==> config.mk <==
export PLATFORM = sky130hd
export DESIGN_NAME = astro_rom_loader
export DESIGN_NICKNAME = d
export VERILOG_FILES = /design/src/rtl/astro_rom_loader.sv
export SDC_FILE = /design/constraint.sdc
export NUM_CORES = 1
export LEC_CHECK = 0
export ABC_AREA = 1
export BUFFER_PORTS_ARGS = -buffer_cell sky130_fd_sc_hd__buf_2
export CORE_MARGIN = 2
export CORE_UTILIZATION = 25
export DETAILED_ROUTE_END_ITERATION = 10
export SYNTH_ARGS = -nofsm -noshare
export SYNTH_HDL_FRONTEND = slang
export SYNTH_SLANG_ARGS = --single-unit
==> constraint.sdc <==
create_clock -name clk_sys -period 4.15 [get_ports clk_sys]
set_clock_uncertainty 0.05 [all_clocks]
set_input_delay 0.6225 -clock clk_sys [delete_from_list [all_inputs] [get_ports clk_sys]]
set_output_delay 0.6225 -clock clk_sys [all_outputs]
set_load 0.02 [all_outputs]
==> src/rtl/astro_rom_loader.sv <==
// Download sequencer for the BIOS and cartridge ROM images: routes ioctl writes into the
// two RAMs, pads short cartridges with FILL_BYTE and holds the console in reset while loading.
module astro_rom_loader #(
   parameter int          ADDR_W      = 13,
   parameter logic [7:0]  FILL_BYTE   = 8'hFF,
   parameter int          POST_CYCLES = 16,
   parameter logic [7:0]  BIOS_INDEX  = 8'd0,
   parameter logic [7:0]  CART_INDEX  = 8'd1
) (
   input  logic              clk_sys,
   input  logic              reset,
   input  logic              ioctl_download,
   input  logic [7:0]        ioctl_index,
   input  logic [24:0]       ioctl_addr,
   input  logic [7:0]        ioctl_dout,
   input  logic              ioctl_wr,
   output logic              ioctl_wait,
   input  logic [ADDR_W-1:0] cpu_cart_addr,
   input  logic [ADDR_W-1:0] cpu_bios_addr,
   output logic [ADDR_W-1:0] cart_addr,
   output logic [ADDR_W-1:0] bios_addr,
   output logic [7:0]        mem_data,
   output logic              cart_we,
   output logic              bios_we,
   output logic [ADDR_W:0]   cart_size,
   output logic [ADDR_W-1:0] cart_mask,
   output logic              core_reset,
   output logic              busy
);

   localparam int              PW        = $clog2(POST_CYCLES + 1);
   localparam logic [PW-1:0]   POST_LAST = PW'(POST_CYCLES - 1);
   localparam logic [ADDR_W:0] IMG_BYTES = {1'b1, {ADDR_W{1'b0}}};

   typedef enum logic [1:0] {S_IDLE, S_LOAD, S_FILL, S_POST} state_t;

   state_t            r_state;
   logic              r_boot;
   logic [7:0]        r_index;
   logic [ADDR_W-1:0] r_wr_addr;
   logic [ADDR_W-1:0] r_fill_ptr;
   logic [7:0]        r_mem_data;
   logic              r_cart_we;
   logic              r_bios_we;
   logic              r_wait;
   logic [ADDR_W:0]   r_cart_size;
   logic [ADDR_W-1:0] r_cart_mask;
   logic [PW-1:0]     r_post_cnt;

   logic              w_in_range;
   logic              w_accept;
   logic [ADDR_W:0]   w_cand;
   logic [ADDR_W:0]   w_size_next;
   logic [ADDR_W-1:0] w_mask_next;

   assign w_in_range = ~(|ioctl_addr[24:ADDR_W]);
   assign w_accept   = (r_state == S_LOAD) && ioctl_wr && w_in_range &&
                       ((r_index == BIOS_INDEX) || (r_index == CART_INDEX));
   assign w_cand     = w_in_range ? ({1'b0, ioctl_addr[ADDR_W-1:0]} + (ADDR_W+1)'(1)) : IMG_BYTES;

   // Out-of-range cart writes still count towards the image size (saturating).
   assign w_size_next = ((r_state == S_LOAD) && ioctl_wr && (r_index == CART_INDEX) &&
                         (w_cand > r_cart_size)) ? w_cand : r_cart_size;

   assign w_mask_next = (w_size_next <= (ADDR_W+1)'(2048)) ? ADDR_W'(2047) :
                        (w_size_next <= (ADDR_W+1)'(4096)) ? ADDR_W'(4095) : '1;

   always_ff @(posedge clk_sys) begin
      if (reset) begin
         r_state     <= S_IDLE;
         r_boot      <= 1'b1;
         r_index     <= '0;
         r_wr_addr   <= '0;
         r_fill_ptr  <= '0;
         r_mem_data  <= '0;
         r_cart_we   <= 1'b0;
         r_bios_we   <= 1'b0;
         r_wait      <= 1'b0;
         r_cart_size <= '0;
         r_cart_mask <= '1;
         r_post_cnt  <= '0;
      end else begin
         r_cart_we <= 1'b0;
         r_bios_we <= 1'b0;
         case (r_state)
            S_IDLE: begin
               if (r_boot) begin
                  // The cycle spent here after reset counts as the first POST cycle.
                  r_boot     <= 1'b0;
                  r_post_cnt <= PW'(1);
                  r_state    <= S_POST;
               end else if (ioctl_download) begin
                  r_index <= ioctl_index;
                  if (ioctl_index == CART_INDEX)
                     r_cart_size <= '0;
                  r_state <= S_LOAD;
               end
            end
            S_LOAD: begin
               r_cart_size <= w_size_next;
               if (w_accept) begin
                  r_wr_addr  <= ioctl_addr[ADDR_W-1:0];
                  r_mem_data <= ioctl_dout;
                  r_bios_we  <= (r_index == BIOS_INDEX);
                  r_cart_we  <= (r_index == CART_INDEX);
               end
               if (!ioctl_download) begin
                  r_post_cnt <= '0;
                  r_state    <= S_POST;
                  if (r_index == CART_INDEX) begin
                     r_cart_mask <= w_mask_next;
                     if (w_size_next < IMG_BYTES) begin
                        r_fill_ptr <= w_size_next[ADDR_W-1:0];
                        r_wait     <= 1'b1;
                        r_state    <= S_FILL;
                     end
                  end
               end
            end
            S_FILL: begin
               // Fill writes are registered like loaded bytes, so a strobe coincident
               // with the download falling edge never collides with the first fill byte.
               r_cart_we  <= 1'b1;
               r_wr_addr  <= r_fill_ptr;
               r_mem_data <= FILL_BYTE;
               r_fill_ptr <= r_fill_ptr + ADDR_W'(1);
               r_wait     <= 1'b1;
               if (&r_fill_ptr) begin
                  r_post_cnt <= '0;
                  r_state    <= S_POST;
               end
            end
            S_POST: begin
               r_wait <= 1'b0;
               if (r_post_cnt >= POST_LAST)
                  r_state <= S_IDLE;
               else
                  r_post_cnt <= r_post_cnt + PW'(1);
            end
            default: r_state <= S_IDLE;
         endcase
      end
   end

   assign cart_addr  = (r_state == S_IDLE) ? (cpu_cart_addr & r_cart_mask) : r_wr_addr;
   assign bios_addr  = (r_state == S_IDLE) ? cpu_bios_addr : r_wr_addr;
   assign mem_data   = r_mem_data;
   assign cart_we    = r_cart_we;
   assign bios_we    = r_bios_we;
   assign ioctl_wait = r_wait;
   assign cart_size  = r_cart_size;
   assign cart_mask  = r_cart_mask;
   assign busy       = (r_state != S_IDLE);
   assign core_reset = r_boot | (r_state != S_IDLE);

endmodule

==> reports/qor.csv, run 1 <==
metric;value;unit
diodes;0;
insertion_delay;0.34;ns
detail_route.wl_per_cell;13.6;µm
grt_pass1_wl;24.6;mm
drtPass1Iterations;5;
area_growth;23.4;%
drt-total-wl;14.9;mm
power_frac_comb;42.4;%
io_buffers;125;
htreeDepth;3;
p_leak;0.00275;µW
worst_r2r_endpoint;cart_size[10];
avgViaCountPerCell;4.60;
whs_endpoint;r_boot;
p_clk_share;27.8;%
start_util;25.7;%
rsz0062_at_grt;false;
die-area;19800;µm²
sequentialPowerShare;29.8;%
holdBufCountCts;0;
final-setup-viol-count;0;
ios;137;
layout_commonest_cell;nand2_1;
fin_crit_sh;84.7;%
avgSynthCellArea;6.28;µm²
vias;5023;
critPathLaunchType;input pin;
layout.nets;951;
worstMarginPinSlew;0.969;ns
hold_start;r_boot;
cp.required;4.38;ns
setup_ws;0.636;ns
drt_first_iter_violations;380;
maxCapViolations;0;
switching_power;1230;µW
post_cts_resized;0;
worstSetupPathType;input pin to register;
vdd_drop_max;0.259;mV
end_kind;register;
power_density;494;nW/µm²
hp-class;register to register;
path_clk_slew;0.06;ns
r2r-start;r_state[1];
synthDistinctLibCells;44;
core;18100;µm²
critPathMaxFanout;16;
numCtsBuffers;9;
grtUsageTotal;15.4;%
switching_share;43.1;%
drc;0;
hold_viol;0;
pre_cts_slack;0.255;ns
period_minus_slack;3.51;ns
synth_seq_cells;69;
cts.sinks;69;
dp_hpwl;11.5;mm
nFillCells;2023;
die_height;141;µm
slew_viol_final;0;
post-cts-setup-buffers;0;
worstPathArrival;3.74;ns
outcome;complete, no violations;
rrSetupSlack;1.15;ns
cts_buffer_depth;2;
synthCells;744;
final_cell_mix;nand2_1, buf_2, inv_1;
grt_max_degree;39;
ant_nets;0;
final_util;31.8;%
fmax;285;MHz
r2r_cells;15;
first_global_vias;4802;
tns;0;ns
relSlewSlack;35.3;%
clock_tree.root_cell;clkbuf_16;
ys_seq_area_share;29.6;%
cts_tree;done;
num_rows;49;
grt-ovfl-total;0;
p_int;1620;µW
syn_area;4670;µm²
die_x;141;µm
yosys_warnings;0;
drive_above_1_share;20.4;%
antenna_found_initial;1;
hold_depth;2;
gp_congestion;0.913;
## flip-flops by register name, summed over array words and instances, names as in the netlist, 2 cells and up
register,cells
cart_mask,2
cart_size,14
mem_data,8
r_fill_ptr,13
r_index,8
r_post_cnt,5
r_state,2
r_wr_addr,13
## how the worst max path moves through the flow
| stage | startpoint | endpoint | slack [ns] | cells after the start |
|---|---|---|---|---|
| 5_1_grt | ioctl_addr[20] | r_fill_ptr[4] | 0.23 | 23 |
| 3_3_place_gp | ioctl_addr[13] | r_fill_ptr[12] | 0.36 | 24 |
| 3_5_place_dp | ioctl_addr[20] | r_fill_ptr[4] | 0.26 | 23 |
| 2_1_floorplan | ioctl_addr[13] | r_fill_ptr[12] | 0.95 | 23 |
| 4_1_cts | ioctl_addr[20] | r_fill_ptr[4] | 0.60 | 23 |
| 6_report | ioctl_addr[20] | r_fill_ptr[4] | 0.64 | 23 |
## per-layer routing
layer / routed length (µm) / track usage, %
met5: 0 / 0
met2: 6590 / 24.9
met4: 344 / 5.95
met1: 6990 / 20.1
met3: 979 / 3.33
## area by class of cell
class | instances | area, µm² | share of cell area, %
clock inverter | 5 | 58.8 | 1.02
timing repair buffer | 132 | 678 | 11.8
tap | 229 | 287 | 4.97
clock buffer | 11 | 243 | 4.21
multi-input combinational | 560 | 2790 | 48.5
sequential | 69 | 1380 | 24.0
inverter | 86 | 323 | 5.60
## critical path, cell delays in order
cell,delay (ns)
buf_2,0.09
nor2_1,0.08
and2_1,0.14
nand2_2,0.08
nor2_8,0.16
clkinv_1,0.22
nor3_1,0.30
ha_1,0.31
a21oi_1,0.13
o21ai_0,0.11
a21oi_1,0.14
nor2_1,0.06
nand4_1,0.10
nand3_2,0.12
nand2_4,0.20
nand2_4,0.07
o21ai_4,0.09
nand2_2,0.09
nand2_4,0.17
nand2_4,0.15
nand2_1,0.12
nand2_1,0.05
nor2_1,0.11
## power by group through the flow
stage	registers (µW)	logic [µW]	clock network, µW
floorplan	886	847	0
global placement	861	1210	0
detailed placement	865	1220	0
CTS	853	1220	817
global route	869	1350	844
finish	851	1210	791
## kinds of logic after synthesis
kind of cell / count (synthesis) / share of synthesized area [%]
and+or+nand+nor: 399 / 37.7
AOI/OAI and AO/OA: 126 / 14.9
buffers and inverters: 125 / 11.5
DFF: 69 / 29.6
adders and majority gates: 22 / 5.89
xor gates and xnor gates: 2 / 0.375
other: 1 / 0.0803
## cells in the mapped netlist (all sizes together)
library cell	n	area share, %
a31oi	13	1.7
ha	22	5.9
nand3b	2	0.32
buf	18	2.9
xor2	1	0.19
nor4	5	0.67
nand3	55	6.2
o31ai	4	0.64
clkinv	1	0.080
o211ai	1	0.16
o22ai	2	0.27
clkbuf	21	1.7
and2	1	0.13
nand4	7	0.94
and3	1	0.13
nand2	216	18
conb	1	0.080
nor2	89	8.2
a22o	1	0.19
or2	2	0.27
a21oi	52	5.6
o21ai	47	5.4
a211oi	2	0.32
o21bai	3	0.48
dfxtp	69	30
inv	85	6.8
xnor2	1	0.19
nor4b	1	0.19
nor3	20	2.4
o21a	1	0.16
## stage by stage
step	instances	hold slack (ns)	power, µW	cell area [µm²]
2_1_floorplan	754	0.370	1730	4710
3_3_place_gp	1076	0.380	2070	5460
5_1_grt	1092	0.435	3070	5760
6_report	1092	0.403	2850	5760
4_1_cts	1092	0.404	2890	5760
3_5_place_dp	1076	0.392	2080	5460
(Power assumes the default switching activity.)
==> run 2: changes to the inputs <==
--- a/config.mk
+++ b/config.mk
@@ -5,7 +5,7 @@
 export SDC_FILE = /design/constraint.sdc
 export NUM_CORES = 1
 export LEC_CHECK = 0
-export ABC_AREA = 1
+export ABC_AREA = 0
 export BUFFER_PORTS_ARGS = -buffer_cell sky130_fd_sc_hd__buf_2
 export CORE_MARGIN = 2
 export CORE_UTILIZATION = 25
==> constraint.sdc (replaced) <==
create_clock -name clk_sys -period 3.56 [get_ports clk_sys]
set_clock_uncertainty 0.05 [all_clocks]
set_input_delay 0.534 -clock clk_sys [delete_from_list [all_inputs] [get_ports clk_sys]]
set_output_delay 0.534 -clock clk_sys [all_outputs]
set_load 0.02 [all_outputs]
==> reports/qor.csv, run 2 <==
metric;value;unit
outcome;complete, no violations;
synthCells;608;
die-area;19600;µm²
fmax;287;MHz
seqCellArea;1380;µm²
dpl_cell_area;5900;µm²
p_clk_share;24.1;%
switching_share;41.5;%
htreeDepth;3;
final-setup-viol-count;0;
yosysMostFrequentCell;nand2_1;
drc;0;
synth_area_leader_cell;dfxtp_1;
ys_async_sr_fraction;0;%
sequentialPowerShare;26.1;%
worstSetupPathType;input pin to register;
largest_register_ffs;14;
num_rows;49;
detail_route.wl_per_cell;15.3;µm
gp_congestion;0.900;
synth_flop_cell;dfxtp_1;
critPathMaxStageDelay;0.30;ns
cts_buffer_depth;2;
worst_path_max_delay_cell;nor4_4;
rsz0062_at_grt;true;
drt-total-wl;15.5;mm
multi_input_area;3230;µm²
antenna_found_initial;0;
final_cell_mix;buf_2, nand2_1, dfxtp_1;
fin_crit_sh;97.8;%
diodes;0;
power_density;564;nW/µm²
hp-class;input pin to register;
grtUsageTotal;14.7;%
grt_pass1_wl;23.5;mm
path_clk_slew;0.06;ns
vdd_drop_max;0.349;mV
clock_tree.root_cell;clkbuf_16;
relSlewSlack;34.8;%
area_growth;43.8;%
power_frac_comb;49.8;%
vias;5003;
grt_max_degree;67;
avgSynthCellArea;7.59;µm²
worstMarginPinSlew;0.977;ns
synth-edff-count;0;
layout_commonest_cell;buf_2;
cts_tree;done;
insertion_delay;0.34;ns
hold_viol;0;
synth_top_area_share;29.9;%
drt_first_iter_violations;261;
ant_nets;0;
end_kind;register;
pre_cts_slack;-0.360;ns
drive_above_1_share;35.3;%
grt-ovfl-total;0;
period_minus_slack;3.48;ns
crit_chain;buf_4, and4_4, buf_4, nand3_1, xor2_1, nor2_2, ha_1, nand4_1, buf_4, nor4_4, nand2_1, mux2_4, nand2_4, o41ai_4, o21ai_2, buf_12, a21oi_2, o221a_2;
cp.required;3.74;ns
core;18000;µm²
maxCapViolations;0;
start_util;25.6;%
first_global_vias;4506;
critPathLaunchType;input pin;
design_area;6630;µm²
avgViaCountPerCell;4.95;
switching_power;1550;µW
die_x;140;µm
synth.top_cells.by_count;nand2_1, dfxtp_1, nor2_1;
nFillCells;1889;
p_leak;0.00290;µW
yosys_warnings;0;
ios;137;
io_buffers;125;
synthDistinctLibCells;71;
ys_seq_area_share;29.9;%
numCtsBuffers;9;
syn_area;4610;µm²
die_height;140;µm
synthTopCellsByArea;dfxtp_1, nand2_1, ha_1, nor2_1, mux2i_1;
critPathMaxFanout;7;
synth_seq_cells;69;
worstPathArrival;3.66;ns
p_int;2190;µW
layout.nets;870;
cpMostUsedCell;buf_4;
cts.sinks;69;
final_util;36.8;%
slew_viol_final;0;
dp_hpwl;11.3;mm
p_total;3740;µW
setup_ws;0.0774;ns
drtPass1Iterations;5;
run 2: worst paths after layout:
kind | end | depth (start not counted) | slack (ns) | from
hold / removal | r_index[3] | 3 | 0.40 | ioctl_index[3]
setup reg to reg | r_fill_ptr[7] | 9 | 0.39 | r_index[3]
setup / recovery | r_fill_ptr[8] | 18 | 0.08 | ioctl_addr[0]
hold reg to reg | r_index[3] | 2 | 0.40 | r_index[3]
run 2: timing repair:
item,CTS,global route
hold buffers,0,0
gates resized for setup,1,62
endpoints found under the setup margin,1,31
buffers inserted,0,8
pin swaps,0,36
cloned,0,4
run 2: kinds of logic after synthesis:
logic type	share of synthesized area, %
DFF	29.9
xor gates and xnor gates	2.28
buffers and inverters	8.00
AOI/OAI and AO/OA	21.3
other	0.0813
adders and majority gates	5.97
and+or+nand+nor	26.9
muxes	5.59
run 2: stage by stage:
| step | TNS, ns | instances | hold WS (ns) |
|---|---|---|---|
| 3_5_place_dp | -8.68 | 983 | 0.390 |
| 4_1_cts | 0 | 999 | 0.392 |
| 5_1_grt | -1.13 | 1011 | 0.402 |
| 3_3_place_gp | -7.68 | 983 | 0.386 |
| 6_report | 0 | 1011 | 0.399 |
| 2_1_floorplan | 0 | 618 | 0.377 |
run 2: area by class of cell:
| class | instances | share of cell area (%) |
|---|---|---|
| Tap cell | 229 | 4.32 |
| Clock buffer | 10 | 3.45 |
| Inverter | 28 | 1.58 |
| Multi-Input combinational cell | 470 | 48.8 |
| Sequential cell | 69 | 20.8 |
| Clock inverter | 6 | 0.962 |
| Timing Repair Buffer | 199 | 20.1 |
run 2: worst max-delay path, delay by kind of cell:
kind	cells	cell delay, ns
compound gates	4	0.68
xor+xnor	1	0.19
simple gates	7	1.07
buf+inv	4	0.59
fa+ha+maj	1	0.29
mux	1	0.30
run 2: metal layers:
metal | part of all wire [%] | GRT usage (%) | vias to the layer above | wire, µm
met5 | 0 | 0 | - | 0
met2 | 47 | 23.6 | 147 | 7300
li1 | - | - | 2504 | -
met3 | 6.4 | 2.79 | 30 | 994
met4 | 2.3 | 5.16 | 0 | 359
met1 | 44 | 19.7 | 2322 | 6840
run 2: power by group through the flow:
stage | Combinational [µW] | Sequential [µW] | Clock, µW
2_1_floorplan | 1090 | 1020 | 0
3_3_place_gp | 1600 | 994 | 0
3_5_place_dp | 1620 | 993 | 0
4_1_cts | 1630 | 977 | 918
5_1_grt | 2030 | 994 | 946
6_report | 1860 | 977 | 900
==> run 3: changes to the inputs <==
--- a/config.mk
+++ b/config.mk
@@ -10,6 +10,7 @@
 export CORE_MARGIN = 2
 export CORE_UTILIZATION = 25
 export DETAILED_ROUTE_END_ITERATION = 10
+export GPL_TIMING_DRIVEN = 0
 export SYNTH_ARGS = -nofsm -noshare
 export SYNTH_HDL_FRONTEND = slang
 export SYNTH_SLANG_ARGS = --single-unit
==> reports/qor.csv, run 3 (same netlist as run 2, synthesis figures left out) <==
metric;value;unit
tns;0;ns
grt-ovfl-total;0;
path_clk_slew;0.05;ns
layout.nets;871;
dp_cells;964;
hold_viol;0;
numCtsBuffers;9;
fmax;283;MHz
gp_congestion;0.855;
end_kind;register;
met1_usage;20.2;%
cts.sinks;69;
critPathLaunchType;input pin;
insertion_delay;0.34;ns
met2_usage;25.1;%
hold_start;ioctl_index[3];
ant_nets;0;
drt-total-wl;16.1;mm
top_usage_layer;met2;
drtPass1Iterations;5;
dp_hpwl;11.7;mm
r2r-start;r_state[0];
final-setup-viol-count;0;
layout_commonest_cell;buf_2;
area_growth;45.2;%
cts_tree;done;
holdBufCountCts;0;
htreeDepth;3;
fin_crit_sh;99.2;%
rrSetupSlack;0.43;ns
power_density;549;nW/µm²
cts_buffer_depth;2;
cp.required;3.70;ns
maxCapViolations;0;
first_global_vias;4824;
worstSetupPathType;input pin to register;
ios;137;
grt_pass1_wl;24.6;mm
multi_input_area;3430;µm²
final_cell_mix;buf_2, nand2_1, dfxtp_1;
slew_viol_final;0;
die-area;19600;µm²
whs;0.401;ns
hp-class;input pin to register;
relSlewSlack;54.1;%
p_total;3680;µW
critPathMaxFanout;6;
seqCellArea;1380;µm²
drive_above_1_share;35.0;%
worst_r2r_endpoint;cart_size[2];
rsz0062_at_grt;true;
drt_first_iter_violations;379;
clock_tree.root_cell;clkbuf_16;
p_leak;0.00278;µW
die_x;140;µm
vias;5161;
period_minus_slack;3.53;ns
worstMarginPinSlew;0.689;ns
num_rows;49;
start_util;25.6;%
startpoint;ioctl_addr[22];
grt_use_met3;3.51;%
final_cells;1011;
final_util;37.2;%
largest_register_ffs;14;
avgViaCountPerCell;5.10;
io_buffers;117;
cp-endpoint;r_fill_ptr[0];
nFillCells;1887;
die_height;140;µm
grt_max_degree;12;
outcome;complete, no violations;
drc;0;
grtUsageTotal;15.6;%
r2r_cells;12;
detail_route.wl_per_cell;15.9;µm
diodes;0;
vdd_drop_max;0.324;mV
antenna_found_initial;0;
core;18000;µm²
worstPathArrival;3.68;ns
-- run 3: changes by cell type in the layout (fill, tap and decap cells not counted), moves of 4 or more --
cell,previous run,this run
buf_12,4,0
buf_2,120,113
ha_1,20,15
clkbuf_1,1,23
nor2_4,4,8
ha_4,2,7
buf_4,62,41
nor2_1,61,54
buf_6,10,14
-- run 3: worst min-delay path by stage --
stage,end,slack [ns],cells past startpoint
6_report,r_index[3],0.40,3
5_1_grt,r_index[3],0.40,3
4_1_cts,r_index[3],0.39,3
3_5_place_dp,r_index[6],0.40,2
3_3_place_gp,r_boot,0.39,1
2_1_floorplan,r_boot,0.38,1
-- run 3: layout make-up --
type,instances,share of cell area (%)
clock inverters,4,1.08
plain buffers,51,4.84
inverters,28,1.57
well taps,229,4.28
repair buffers,148,12.8
flip-flops and latches,69,20.6
clock buffers,11,3.62
multi-input cells,471,51.2
-- run 3: routing by layer --
layer,up-vias,part of all wire [%]
li1,2510,-
met1,2412,44
met2,200,46
met3,39,6.9
met4,0,2.9
met5,-,0
-- run 3: worst max-delay path, stage by stage --
cell and delay [ns]:
buf_2 0.11, nor4_4 0.31, nand3_2 0.15, buf_8 0.18, buf_4 0.17, nor2_2 0.20, ha_1 0.30, nand3_4 0.11
nor2_2 0.05, o31ai_2 0.07, nand4bb_1 0.19, buf_4 0.18, a41oi_4 0.25, o41ai_4 0.13, buf_4 0.19, o21ai_4 0.23
mux2i_1 0.23, a21oi_1 0.08
-- run 3: where the power goes --
part / switching, µW / leakage (µW) / internal, µW
registers: 76.4 / 0.000561 / 900
logic: 1110 / 0.00207 / 622
clock network: 342 / 0.000152 / 627
-- run 3: what timing repair did --
item | CTS | global route
resized for setup | 36 | 84
cloned | 2 | 0
endpoints found under the setup margin | 31 | 31
buffers inserted | 10 | 20
pin swaps | 16 | 43
-- run 3: per-stage QoR --
step / setup slack [ns] / area, µm²
4_1_cts: 0.000894 / 6170
5_1_grt: -0.0832 / 6700
2_1_floorplan: 0.0137 / 4740
6_report: 0.0283 / 6700
3_3_place_gp: -0.757 / 5610
3_5_place_dp: -0.809 / 5610
